<file path="src/rtl/apb_arbiter.sv">
// apb_arbiter: two-requester round-robin arbiter driving a single APB master port,
// with wait-state timeout and one-cycle completion pulses back to the requesters.
module apb_arbiter #(
   parameter int TIMEOUT = 15
) (
   input  logic        HCLK,
   input  logic        HRESETn,
   input  logic        REQ0,
   input  logic        REQ1,
   input  logic [31:0] ADDR0,
   input  logic [31:0] ADDR1,
   input  logic        WRITE0,
   input  logic        WRITE1,
   input  logic [31:0] WDATA0,
   input  logic [31:0] WDATA1,
   output logic        ACK0,
   output logic        ACK1,
   output logic [31:0] RDATA0,
   output logic [31:0] RDATA1,
   output logic        ERR0,
   output logic        ERR1,
   output logic        PSEL,
   output logic        PENABLE,
   output logic        PWRITE,
   output logic [31:0] PADDR,
   output logic [31:0] PWDATA,
   input  logic        PREADY,
   input  logic        PSLVERR,
   input  logic [31:0] PRDATA,
   output logic        BUSY,
   output logic        GNT_ID
);
   typedef enum logic [1:0] {IDLE, SETUP, ACCESS} state_t;
   state_t      r_state;
   logic [7:0]  r_cnt;
   logic        r_last;
   logic        r_psel, r_penable, r_pwrite, r_gnt;
   logic        r_ack0, r_ack1, r_err0, r_err1;
   logic [31:0] r_paddr, r_pwdata, r_rdata0, r_rdata1;
   logic        w_req0, w_req1, w_win, w_tmo, w_done, w_err;
   logic [31:0] w_rd;
   // a requester being acknowledged this cycle is still holding its old request
   assign w_req0 = REQ0 & ~r_ack0;
   assign w_req1 = REQ1 & ~r_ack1;
   assign w_win  = (w_req0 & w_req1) ? ~r_last : w_req1;
   assign w_tmo  = (r_cnt == 8'(TIMEOUT - 1));
   assign w_done = PREADY | w_tmo;
   assign w_err  = PREADY ? PSLVERR : 1'b1;
   assign w_rd   = (PREADY & ~r_pwrite) ? PRDATA : '0;
   always_ff @(posedge HCLK or negedge HRESETn) begin
      if (!HRESETn) begin
         r_state   <= IDLE;
         r_cnt     <= '0;
         r_last    <= 1'b1;
         r_psel    <= 1'b0;
         r_penable <= 1'b0;
         r_pwrite  <= 1'b0;
         r_gnt     <= 1'b0;
         r_paddr   <= '0;
         r_pwdata  <= '0;
         r_ack0    <= 1'b0;
         r_ack1    <= 1'b0;
         r_err0    <= 1'b0;
         r_err1    <= 1'b0;
         r_rdata0  <= '0;
         r_rdata1  <= '0;
      end else begin
         r_ack0   <= 1'b0;
         r_ack1   <= 1'b0;
         r_err0   <= 1'b0;
         r_err1   <= 1'b0;
         r_rdata0 <= '0;
         r_rdata1 <= '0;
         case (r_state)
            IDLE: if (w_req0 | w_req1) begin
               r_state  <= SETUP;
               r_psel   <= 1'b1;
               r_gnt    <= w_win;
               r_last   <= w_win;
               r_paddr  <= w_win ? ADDR1 : ADDR0;
               r_pwrite <= w_win ? WRITE1 : WRITE0;
               r_pwdata <= w_win ? WDATA1 : WDATA0;
               r_cnt    <= '0;
            end
            SETUP: begin
               r_state   <= ACCESS;
               r_penable <= 1'b1;
            end
            ACCESS: if (w_done) begin
               r_state   <= IDLE;
               r_psel    <= 1'b0;
               r_penable <= 1'b0;
               r_ack0    <= ~r_gnt;
               r_ack1    <= r_gnt;
               r_err0    <= ~r_gnt & w_err;
               r_err1    <= r_gnt & w_err;
               r_rdata0  <= r_gnt ? '0 : w_rd;
               r_rdata1  <= r_gnt ? w_rd : '0;
            end else begin
               r_cnt <= r_cnt + 8'd1;
            end
            default: r_state <= IDLE;
         endcase
      end
   end
   assign PSEL    = r_psel;
   assign PENABLE = r_penable;
   assign PWRITE  = r_pwrite;
   assign PADDR   = r_paddr;
   assign PWDATA  = r_pwdata;
   assign BUSY    = r_psel;
   assign GNT_ID  = r_gnt;
   assign ACK0    = r_ack0;
   assign ACK1    = r_ack1;
   assign ERR0    = r_err0;
   assign ERR1    = r_err1;
   assign RDATA0  = r_rdata0;
   assign RDATA1  = r_rdata1;
endmodule

</file>
<file path="config.mk">
export PLATFORM = sky130hd
export DESIGN_NAME = apb_arbiter
export DESIGN_NICKNAME = d
export VERILOG_FILES = /design/src/rtl/apb_arbiter.sv
export SDC_FILE = /design/constraint.sdc
export NUM_CORES = 1
export LEC_CHECK = 0
export ABC_AREA = 1
export BUFFER_PORTS_ARGS = -buffer_cell sky130_fd_sc_hd__clkbuf_2
export CELL_PAD_IN_SITES_DETAIL_PLACEMENT = 2
export CELL_PAD_IN_SITES_GLOBAL_PLACEMENT = 2
export CORE_ASPECT_RATIO = 1.1
export CORE_MARGIN = 2
export CORE_UTILIZATION = 29
export CTS_BUF_LIST = sky130_fd_sc_hd__clkbuf_2 sky130_fd_sc_hd__clkbuf_4 sky130_fd_sc_hd__clkbuf_8
export CTS_CLUSTER_SIZE = 10
export DETAILED_ROUTE_END_ITERATION = 8
export PLACE_DENSITY_LB_ADDON = 0.3
export SLEW_MARGIN = 40
export SYNTH_ARGS = -nofsm -noshare
export SYNTH_HDL_FRONTEND = slang
export SYNTH_SLANG_ARGS = --single-unit
</file>
<file path="constraint.sdc">
create_clock -name HCLK -period 3.75 [get_ports HCLK]
set_clock_uncertainty 0.15 [all_clocks]
set_input_delay 0.375 -clock HCLK [delete_from_list [all_inputs] [get_ports HCLK]]
set_output_delay 0.375 -clock HCLK [all_outputs]
set_load 0.1 [all_outputs]
</file>
==> impl_metrics.tcl, run 1 <==
set metrics [dict create \
    coreArea_mm2 0.0206 \
    path_clk_slew_ns 0.11 \
    drive_above_1_share 0.367 \
    avgSynthCellArea_um2 9.45 \
    hold_start "WDATA1[26]" \
    grt_first_pass_wirelength_um 39200 \
    hp-class "in2reg" \
    post-route-util 0.441 \
    grt_use_total 0.228 \
    worstMarginPinSlew_ns 0.725 \
    grt_max_degree 78 \
    worstSetupPathType "reg2reg" \
    reg2reg_slack_ns 1.41 \
    rsz0062_at_grt "false" \
    cts_tree "built" \
    register_area_mm2 0.00368 \
    numClockSinks 147 \
    layout_commonest_cell "clkbuf_2" \
    drt_iter0_markers 209 \
    max_freq_mhz 428 \
    syn_nets 820 \
    tns_ns 0 \
    setup-violations-final 0 \
    fp-row-count 55 \
    synth-seq-cells 147 \
    critPathCaptureType "register" \
    nets 1197 \
    ys_seq_area_frac 0.599 \
    r2r-start "r_state[1]" \
    total_leakage_power_nw 4.53 \
    cts-buffers-inserted 17 \
    cp.arrival_ns 2.56 \
    min_period_ns 2.34 \
    outcome "complete, no violations" \
    maxCapViolations 0 \
    antenna_found_initial 2 \
    power_density_mw_per_mm2 988 \
    m1WireLength_um 9980 \
    vdd_drop_max_uv 417 \
    post-route-period-util 0.623 \
    first_pass_iters 5 \
    syn_to_final_growth_pct 48.1 \
    worstPathRequired_ns 3.97 \
    cts_buffer_depth 2 \
    slew_headroom 0.517 \
    cp_max_fo 33 \
    die_h_um 157 \
    route.met2.wl_um 13100 \
    grt_pass1_vias 7075 \
    placed_area_mm2 0.00774 \
    post-route-cell-area_mm2 0.00910 \
    crit_path_start "r_state[1]" \
    layout_common_cells "clkbuf_2, dfrtp_1, nand2_1, a21oi_1, dlygate4sd3_1" \
    dr_total_vias 6305 \
    ctsResizeCount 0 \
    antenna_left 0 \
    totalPowerFinal_w 0.00899 \
    viasPerCell 4.86 \
    cp-start-kind "register" \
    die_x_um 143 \
    ys_types 24 \
    io_pins 305 \
    clk_latency_ns 0.45 \
    start_util 0.297 \
    multiInputGateArea_mm2 0.00208 \
    gp_congestion 0.793 \
    wl_per_cell_um 19.6 \
    nFillCells 2270 \
    slew_violations 0 \
    synthesis.area_mm2 0.00614 \
    route.detailed.drc 0 \
    met3_length_um 1860 \
    drt-total-wl_um 25400 \
    synthCells 650 \
    hold_viol 0 \
    cts_root_buffer "clkbuf_8" \
    fin_cells 1298 \
    ys_warn_count 0 \
    routed.top_layer "met4" \
    numPortBuffers 304 \
    grt-ovfl-total 0 \
    dpl.hpwl_um 16200 \
    htree_levels 4 \
    dieArea_mm2 0.0224 \
    dp_cells 1172 \
]
[layout make-up]
| class | count | share of cell area |
|---|---|---|
| flip-flops and latches | 147 | 0.404 |
| repair buffers | 406 | 0.280 |
| multi-input cells | 441 | 0.228 |
| well taps | 256 | 0.0352 |
| clock buffers | 17 | 0.0257 |
| clock inverters | 15 | 0.0199 |
| inverters | 14 | 0.00578 |
| diodes | 2 | 0.000550 |
[sequential cells by signal, summed over array words and instances (netlist names)]
signal	count
ACK0	1
ACK1	1
BUSY	1
ERR0	1
ERR1	1
GNT_ID	1
PADDR	32
PENABLE	1
PWDATA	32
PWRITE	1
RDATA0	32
RDATA1	32
r_cnt	8
r_last	1
r_state	2
[synthesized netlist by cell type]
library cell	number	share of area
o21a_1	1	0.0012
inv_2	4	0.0024
buf_6	16	0.029
buf_4	5	0.0061
a21oi_2	24	0.034
a21oi_1	107	0.087
dfrtp_1	146	0.59
nor2_2	2	0.0020
o21ai_0	2	0.0016
ha_1	2	0.0041
nor3_1	66	0.054
clkbuf_1	9	0.0055
xor2_1	1	0.0014
nand3_1	14	0.011
buf_2	17	0.014
nand2_1	134	0.082
nor3b_1	2	0.0024
nand2_2	2	0.0020
o21ai_2	1	0.0014
inv_1	10	0.0061
buf_1	1	0.00061
dfstp_2	1	0.0043
nor2_1	81	0.050
o21bai_1	2	0.0024
[through the flow]
stage               worst slack (ns)  hold WS, ns
CTS                             1.41      0.00377
global placement                1.45        0.323
global route                    1.20       0.0102
finish                          1.41       0.0302
detailed placement              1.40        0.317
floorplan                       1.70      -0.0706
[worst max-delay path, stage by stage (launching register included)]
cell and delay (ns):
dfrtp_1 0.43, nor2_2 0.18, nand2_4 0.26, inv_2 0.55, buf_4 0.39, nor2_1 0.10
a21oi_1 0.18
[what timing repair did]
item                                   CTS  global route
endpoints found under the hold margin  191             1
hold buffers                            90             1
setup buffers                            0             0
[power by group]
group          switching (W)  internal (W)  total (W)
clock               0.000774      0.000514    0.00129
sequential          0.000262       0.00203    0.00229
combinational        0.00457      0.000841    0.00541
total                0.00561       0.00338    0.00899
[final timing paths]
check	cells past startpoint	end
worst min-delay path	3	PWDATA[26]
worst min register to register	2	r_last
max in group asynchronous	3	r_last
worst max-delay path	6	PADDR[24]
min in group asynchronous	2	PWDATA[19]
worst max register to register	6	PADDR[24]
[metal layers]
layer | up-vias | global-route usage
met2 | 243 | 0.401
met1 | 3135 | 0.262
met4 | 0 | 0.0769
met3 | 30 | 0.0707
li1 | 2897 | -
met5 | - | 0
[kinds of logic after synthesis]
kind of cell               synth area share
xor gates and xnor gates            0.00143
AOI/OAI and AO/OA                     0.128
buffers and inverters                0.0640
and+or+nand+nor                       0.203
adders and majority gates           0.00407
DFF                                   0.599
Power figures use the tool's default switching activity.
==> run 2: changes to the inputs <==
CORE_UTILIZATION = 26   (was 29)
clock period = 2.18 ns   (was 3.75 ns; I/O delays follow)
==> run 2 against run 1 <==
Against the previous run: die area rose by 11%; register-to-register slack got worse by 1.3 ns; highest routed layer unchanged; sequential power rose by 73%; critical path depth grew 2; routed wire length up 11%; cell area grew 11%; final cell count increased by 9.7%; sequential share of layout area decreased by 4.1 points; clock-buffer cell count unchanged; worst hold slack got worse by 0.0012 ns; non-clock buffer count grew 83.
==> impl_metrics.tcl, run 2 (synthesis results as in run 1) <==
set metrics [dict create \
    die_x_um 151 \
    htree_levels 4 \
    first_pass_iters 4 \
    min_path_cells 4 \
    vdd_drop_max_uv 598 \
    dieArea_mm2 0.0249 \
    grt_use_total 0.225 \
    wl_per_cell_um 19.8 \
    crit_path_start "ACK0" \
    reg2reg_slack_ns 0.07 \
    worstPathCellList "inv_1 -> nand2_1 -> o21ai_2 -> nand2_4 -> buf_12 -> a21oi_1 -> a21oi_2 -> dlygate4sd3_1" \
    switchingPower_w 0.0101 \
    antenna_left 0 \
    slew_violations 0 \
    total_leakage_power_nw 4.93 \
    worstPathRequired_ns 2.37 \
    cts_root_buffer "clkbuf_8" \
    max_freq_mhz 473 \
    worst_r2r_path_depth 8 \
    whs_ns 0.0289 \
    worstMarginPinSlew_ns 0.701 \
    grt_pass1_vias 7689 \
    cts_tree "built" \
    max_stage_delay_ns 0.57 \
    fp-row-count 58 \
    maxCapViolations 0 \
    power_density_mw_per_mm2 1700 \
    dpl.hpwl_um 16500 \
    cts_buffer_depth 2 \
    cp-start-kind "register" \
    grt-ovfl-total 0 \
    totalPowerFinal_w 0.0172 \
    crit_family "buffers and inverters" \
    die_h_um 165 \
    slew_headroom 0.532 \
    layout_common_cells "clkbuf_2, dlygate4sd3_1, dfrtp_1, nand2_1, a21oi_1" \
    worstSetupPathType "reg2reg" \
    grt_max_degree 69 \
    p_int_w 0.00710 \
    antenna_found_initial 1 \
    nets 1280 \
    drt-total-wl_um 28200 \
    hold_viol 0 \
    layout_commonest_cell "clkbuf_2" \
    path_clk_slew_ns 0.10 \
    clockPowerShare 0.136 \
    dr_total_vias 6659 \
    setup-violations-final 0 \
    r2r-start "ACK0" \
    r2r-end "PADDR[8]" \
    io_pins 305 \
    clk_latency_ns 0.45 \
    route.detailed.drc 0 \
    post-route-period-util 0.970 \
    critical_path_buf_inv_count 3 \
    cp_max_fo 51 \
    cts-buffers-inserted 17 \
    viasPerCell 4.68 \
    slowest_stage "dlygate4sd3_1" \
    rsz0062_at_grt "true" \
    syn_to_final_growth_pct 65.1 \
    numClockSinks 147 \
    critPathCaptureType "register" \
    min_period_ns 2.11 \
    numPortBuffers 304 \
    combinationalPowerShare 0.633 \
    min_to "ERR1" \
    swShare 0.587 \
    hp-class "in2reg" \
    drt_iter0_markers 128 \
    seq_power_share 0.231 \
    start_util 0.267 \
    hold_start "PREADY" \
    grt_first_pass_wirelength_um 43000 \
    coreArea_mm2 0.0230 \
    gp_congestion 0.748 \
    outcome "complete, no violations" \
    drive_above_1_share 0.351 \
    cp.arrival_ns 2.31 \
]
run 2: changes by cell type in the layout (fill, tap and decap cells not counted), moves of 2 or more:
cell / delta
dlygate4sd3_1: +72
clkbuf_16: +2
a21oi_2: +2
buf_6: +5
a21oi_1: -2
buf_4: -2
buf_12: +7
run 2: layer usage:
layer  share of wire  wire (um)  up-vias  track usage
li1                -          -     3065            -
met1            0.38      10700     3319        0.250
met2            0.52      14600      239        0.415
met3           0.079       2240       36       0.0723
met4           0.021        593        0       0.0545
met5               0          0        -            0
run 2: worst max path at each step:
stage	end	slack, ns	depth (start not counted)
2_1_floorplan	PADDR[10]	0.13	9
3_3_place_gp	r_cnt[1]	0.56	10
3_5_place_dp	r_cnt[0]	0.52	10
4_1_cts	PWDATA[14]	0.03	7
5_1_grt	PWDATA[10]	-0.04	7
6_report	PADDR[8]	0.07	8
run 2: per-stage QoR:
step            util  cell area, um2  cells  setup TNS (ns)  setup slack (ns)
3_5_place_dp   0.344            7920   1222               0             0.521
3_3_place_gp   0.344            7920   1222               0             0.559
4_1_cts        0.435           10000   1418               0            0.0277
5_1_grt        0.441           10100   1424          -0.130           -0.0363
6_report       0.441           10100   1424               0            0.0655
2_1_floorplan      -            6140    650               0             0.129
run 2: timing repair:
action / CTS / global route
endpoints found under the setup margin: 0 / 50
hold buffers: 164 / 0
hold endpoints to repair: 278 / 0
setup buffers: 0 / 3
gates resized for setup: 0 / 15
run 2: power groups by stage:
stage | logic, W | registers (W) | clock network, W
global placement | 0.00924 | 0.00393 | 0
floorplan | 0.00242 | 0.00898 | 0
global route | 0.0114 | 0.00405 | 0.00253
finish | 0.0109 | 0.00397 | 0.00234
detailed placement | 0.00934 | 0.00398 | 0
CTS | 0.0104 | 0.00392 | 0.00242
run 2: area by class of cell:
type,instances,area (um2)
Fill cell,2503,12900
Sequential cell,147,3680
Timing Repair Buffer,489,3490
Multi-Input combinational cell,441,2080
Tap cell,300,375
Clock buffer,17,234
Clock inverter,15,209
Inverter,14,57.6
Antenna cell,1,2.50
run 2: worst reg2reg max path, stage by stage, from the launching register on:
cell and delay (ns):
dfrtp_1 0.40, inv_1 0.08, nand2_1 0.06, o21ai_2 0.08, nand2_4 0.12, buf_12 0.21, a21oi_1 0.27, a21oi_2 0.08
dlygate4sd3_1 0.57
